<file path="src/rtl/up_down_counter.sv">
// up_down_counter
//
// Loadable up/down binary counter. It is a leaf datapath block that holds a
// single WIDTH-bit count register. Each rising clock edge applies one of four
// actions in strict priority: parallel load, increment, decrement, or hold.
// Arithmetic is unsigned and wraps modulo 2^WIDTH. There is no saturation and
// there are no flag outputs.
//
// Parameters:
//   WIDTH    - bit width of data_in / data_out (default 8)
//
// Ports:
//   clk      - in,  1     : single clock; all state updates on its rising edge
//   reset    - in,  1     : asynchronous active-low reset; low clears the count
//                           immediately and masks every clock edge
//   data_in  - in,  WIDTH : parallel load value, sampled only while load = 1
//   load     - in,  1     : synchronous load request; overrides enable/up_down
//   enable   - in,  1     : count enable
//   up_down  - in,  1     : count direction, 1 = increment, 0 = decrement
//   data_out - out, WIDTH : current count, driven straight from the register
//
// Handshake: none. Every input is sampled at each rising edge of clk. The
// effect of an edge is visible on data_out after that edge, before the next
// one.

module up_down_counter #(
  parameter int WIDTH = 8
) (
  input  logic             clk,
  input  logic             reset,
  input  logic [WIDTH-1:0] data_in,
  input  logic             load,
  input  logic             enable,
  input  logic             up_down,
  output logic [WIDTH-1:0] data_out
);

  logic [WIDTH-1:0] count;

  // Width-matched unit step. Using a sized constant keeps the add and the
  // subtract at WIDTH bits, so they wrap naturally.
  localparam logic [WIDTH-1:0] ONE = {{(WIDTH-1){1'b0}}, 1'b1};

  always_ff @(posedge clk or negedge reset) begin
    if (!reset) begin
      count <= '0;
    end else if (load) begin
      // A load overrides counting, so no extra +/-1 is applied.
      count <= data_in;
    end else if (enable) begin
      if (up_down) begin
        count <= count + ONE;
      end else begin
        count <= count - ONE;
      end
    end
  end

  // The output has no combinational path from any input.
  assign data_out = count;

endmodule

</file>
<file path="config.mk">
export PLATFORM = sky130hd
export DESIGN_NAME = up_down_counter
export DESIGN_NICKNAME = d
export VERILOG_FILES = /design/src/rtl/up_down_counter.sv
export SDC_FILE = /design/constraint.sdc
export NUM_CORES = 1
export LEC_CHECK = 0
export ABC_AREA = 1
export CORE_MARGIN = 2
export CORE_UTILIZATION = 48
export CTS_BUF_LIST = sky130_fd_sc_hd__clkbuf_4 sky130_fd_sc_hd__clkbuf_8
export DETAILED_ROUTE_END_ITERATION = 8
export PLACE_DENSITY = 0.81
export SYNTH_ARGS = -nofsm -noshare
export SYNTH_HDL_FRONTEND = slang
export SYNTH_SLANG_ARGS = --single-unit
</file>
<file path="constraint.sdc">
create_clock -name clk -period 2.05 [get_ports clk]
set_clock_uncertainty 0.05 [all_clocks]
set_input_delay 0.205 -clock clk [delete_from_list [all_inputs] [get_ports clk]]
set_output_delay 0.205 -clock clk [all_outputs]
set_load 0.1 [all_outputs]
</file>
# After elaboration in Yosys (flattened, before gate mapping)

Cells that the tools add are included.

Register bits after elaboration: 8
Input bits: 13
Logic and storage cells: 7

$add $sub $neg: 2
Reductions and logical operators: 1
Multiplexer cells: 3

Operator list:

| cell                                             | number |
|---|---|
| 2-to-1 mux 8 bit                                 | 3 |
| adder 8 x 1 -> 8 bit, second input constant      | 1 |
| subtractor 8 x 1 -> 8 bit, second input constant | 1 |
| nonzero test 2 bit                               | 1 |

# Logic depth before layout (Yosys ltp)

Word-level depth: 4
Mapped depth: 9
Gate-level depth less buffers: 9

# Least setup slack after synthesis

No wires, ideal clock.

Path kind: reg-to-reg
Start: register count[2] (netlist: data_out[2])
End: register count[7] (netlist: data_out[7])
Required time: 1.875 ns
Setup time: 0.125 ns
Cell stages (with the launch flop): 7
Slack: 0.045 ns
Arrival time: 1.831 ns
Clock period less this slack: 2.005 ns
Path through: dfrtp_1 -> ha_1 -> or2_4 -> nand3_1 -> nand3_1 -> nand3_1 -> nand2_1

Cells in the longest elaborated chain, start to end: 4

RTL lines:

| what                                                                     | line   | RTL |
|---|---|---|
| start, declared                                                          | 38     | `logic [WIDTH-1:0] count;` |
| start signal, assigned                                                   | 49     | `count <= data_in;` |
| start signal, assigned                                                   | 52     | `count <= count + ONE;` |
| start signal, assigned                                                   | 54     | `count <= count - ONE;` |
| subtractor 8 x 1 -> 8 bit / adder 8 x 1 -> 8 bit (equally long branches) | 54, 52 |  |
| 2-to-1 mux 8 bit *                                                       | 51     | `if (up_down) begin` |
| 2-to-1 mux 8 bit *                                                       | 50     | `end else if (enable) begin` |
| 2-to-1 mux 8 bit *                                                       | 47     | `end else if (load) begin` |

Every way passes the cells marked *; elsewhere a longest branch is shown, timed or not. The select of a mux whose other input is x is not followed.
A chain may end at the register's enable or synchronous reset.

# Worst setup path in the final report

Start: input up_down
End: register count[6] (netlist: data_out[6])

Cells in the longest elaborated chain, start to end: 3

RTL lines:

| what             | line | RTL |
|---|---|---|
| start, declared  | 34   | `input logic up_down,` |
| 2-to-1 mux 8 bit | 51   |  |
| 2-to-1 mux 8 bit | 50   |  |
| 2-to-1 mux 8 bit | 47   |  |

Every way passes these cells. The select of a mux whose other input is x is not followed.

==> out/metrics.cfg <==
[outcome]
status=finished, final reports clean

[critical_path]
cp-start-kind=primary input
crit_path_max_incr_delay_ns=0.49
crit_fanout=7
crit_arrival_ns=1.84
cp_slowest_cell=clkdlybuf4s50_1
path_cells=clkdlybuf4s50_1 > inv_1 > fa_1 > nand2_1 > nand2_1 > nand3b_1 > nand3_1 > nand3_1 > nand2_1
cp-end-kind=register
worst_path_most_repeated_cell=nand2_1
crit_required_ns=2.14
critical_path_class=in2reg

[timing]
finalCriticalPeriod_ns=1.75
final_hold_viol_count=0
fmax_ghz=0.571
relSlewSlack_pct=74.4
finalMaxSlewViolations=0
rsz0062_at_grt=false
setup_viol=0
period_share_pct=85.4
max_slew.worst_pin.slew_ns=0.383
setup_ws_ns=0.299
fin_tns_setup_ns=0

[floorplan]
die_x_um=42.1
die_h_um=42.1
start_util_pct=52.3
num_rows=13
io_pins=21
design.core.area_um2=1330
die_area_um2=1770

[finish]
utilization_pct=68.0
area_growth_pct=30.2
most-common-layout-cells=nand2_1 (34), nand3_1 (12), clkdlybuf4s50_1 (12), inv_1 (11)
final_common_cell=nand2_1
nets=139
stdcell_count=132
largest_register_ffs=8
fin_area_um2=907
num_antenna_cells=0
fill_cells=121
drive_gt1_share_pct=16.2

[placement]
placed_cell_area_um2=885
io_buffer_count=20
dp_slack_ns=0.0320
dp_hpwl_mm=1.40
place.gp.congestion=0.864
placedCellCount=129

[global_routing]
grt_pass1_wl_mm=2.82
grt_max_degree=11
first_global_vias=666
grt_usage_pct=20.7
antenna_found_initial=0
grt-ovfl-total=0

[detailed_routing]
drcViolationCount=0
wl_per_cell_um=12.7
drt_iter0_drc=16
vias=715
dr.pass1.iters=4
wl_mm=1.68
vias_per_cell=5.42
postRouteAntennaNets=0

[logic_synthesis]
syn_nets=115
syn_inst=95
syn_avg_cell_area_um2=7.34
syn_area_um2=697
ys_warn_count=0
synth_cell_type_count=20
ys_seq_elements=8
ys_seq_area_share_pct=28.7

[clock_network]
clk_latency_ns=0.25
htreeDepth=1
clk_pin_slew_ns=0.05
cts_buffer_depth=2
root_buffer=clkbuf_4
cts_tree=done
cts_sinks=8
cts_resized=0
hold_buffers=0
cts_setup_buffers=0
cts_buffers=3

[job]
drv_cap=0

[power_and_ir_drop]
pwr_density_cell_nw_per_um2=846
ir_worst_vdd_mv=0.436
p_leak_nw=0.483

[hold_path]
hold_path.class=in2async

cell type report:
class / count / area, um^2 / area share, %
timing repair buffer: 20 / 180 / 19.9
sequential: 8 / 200 / 22.1
clock buffer: 3 / 22.5 / 2.48
inverter: 13 / 53.8 / 5.93
tap: 15 / 18.8 / 2.07
multi-input combinational: 73 / 432 / 47.6
cell families (layout without fill, tap and decap cells):
| logic type | count (synthesis) | in the layout | share of synthesized area (%) |
|---|---|---|---|
| and+or+nand+nor | 55 | 55 | 34.6 |
| buffers and inverters | 14 | 36 | 9.34 |
| AOI/OAI and AO/OA | 10 | 10 | 12.4 |
| DFF | 8 | 8 | 28.7 |
| adders and majority gates | 7 | 7 | 13.6 |
| xor gates and xnor gates | 1 | 1 | 1.26 |
final timing paths:
| check | cells past startpoint | start | to | slack (ns) |
|---|---|---|---|---|
| max reg2reg | 7 | data_out[0] | data_out[6] | 0.47 |
| min reg2reg | 2 | data_out[5] | data_out[5] | 0.49 |
| max in group asynchronous | 1 | reset | data_out[7] | 1.49 |
| min in group clk | 3 | data_in[3] | data_out[3] | 0.47 |
| min | 1 | reset | data_out[1] | 0.18 |
| max | 9 | up_down | data_out[6] | 0.30 |
power breakdown:
group / switching, mW / internal (mW) / total, mW
Combinational: 0.310 / 0.131 / 0.441
Clock: 0.0530 / 0.0669 / 0.120
Sequential: 0.0255 / 0.181 / 0.206
Total: 0.389 / 0.379 / 0.768
cell usage after synthesis:
master,n,area share (%)
or2_4,2,2.5
nor2_1,4,2.2
a21o_1,1,1.1
inv_1,11,5.9
o211ai_2,2,3.6
xor2_1,1,1.3
inv_2,1,0.54
ha_1,6,11
nand2_1,34,18
a21oi_1,2,1.4
buf_6,1,1.6
dfrtp_1,8,29
o21ai_0,1,0.72
a21oi_4,1,2.3
clkinv_4,1,1.3
nand2_2,1,0.90
nand3b_1,2,2.2
fa_1,1,2.9
a22oi_1,3,3.2
nand3_1,12,8.6
through the flow:
stage | total power [mW] | hold slack (ns)
floorplan | 0.540 | -0.141
global placement | 0.635 | 0.465
detailed placement | 0.648 | 0.462
CTS | 0.772 | 0.190
global route | 0.820 | 0.204
finish | 0.768 | 0.185
layer usage:
layer	vias up	wire [um]	track usage [%]
li1	356	-	-
met5	-	0	0
met4	0	53	12.5
met1	318	714	26.7
met2	34	780	31.6
met3	7	129	4.31
critical path, delay by kind of cell:
family / cells / cell delay (ns)
buffers and inverters: 2 / 0.64
adder cells (fa/ha/maj): 1 / 0.47
AND/OR/NAND/NOR: 6 / 0.53
Power figures use the tool's default switching activity.
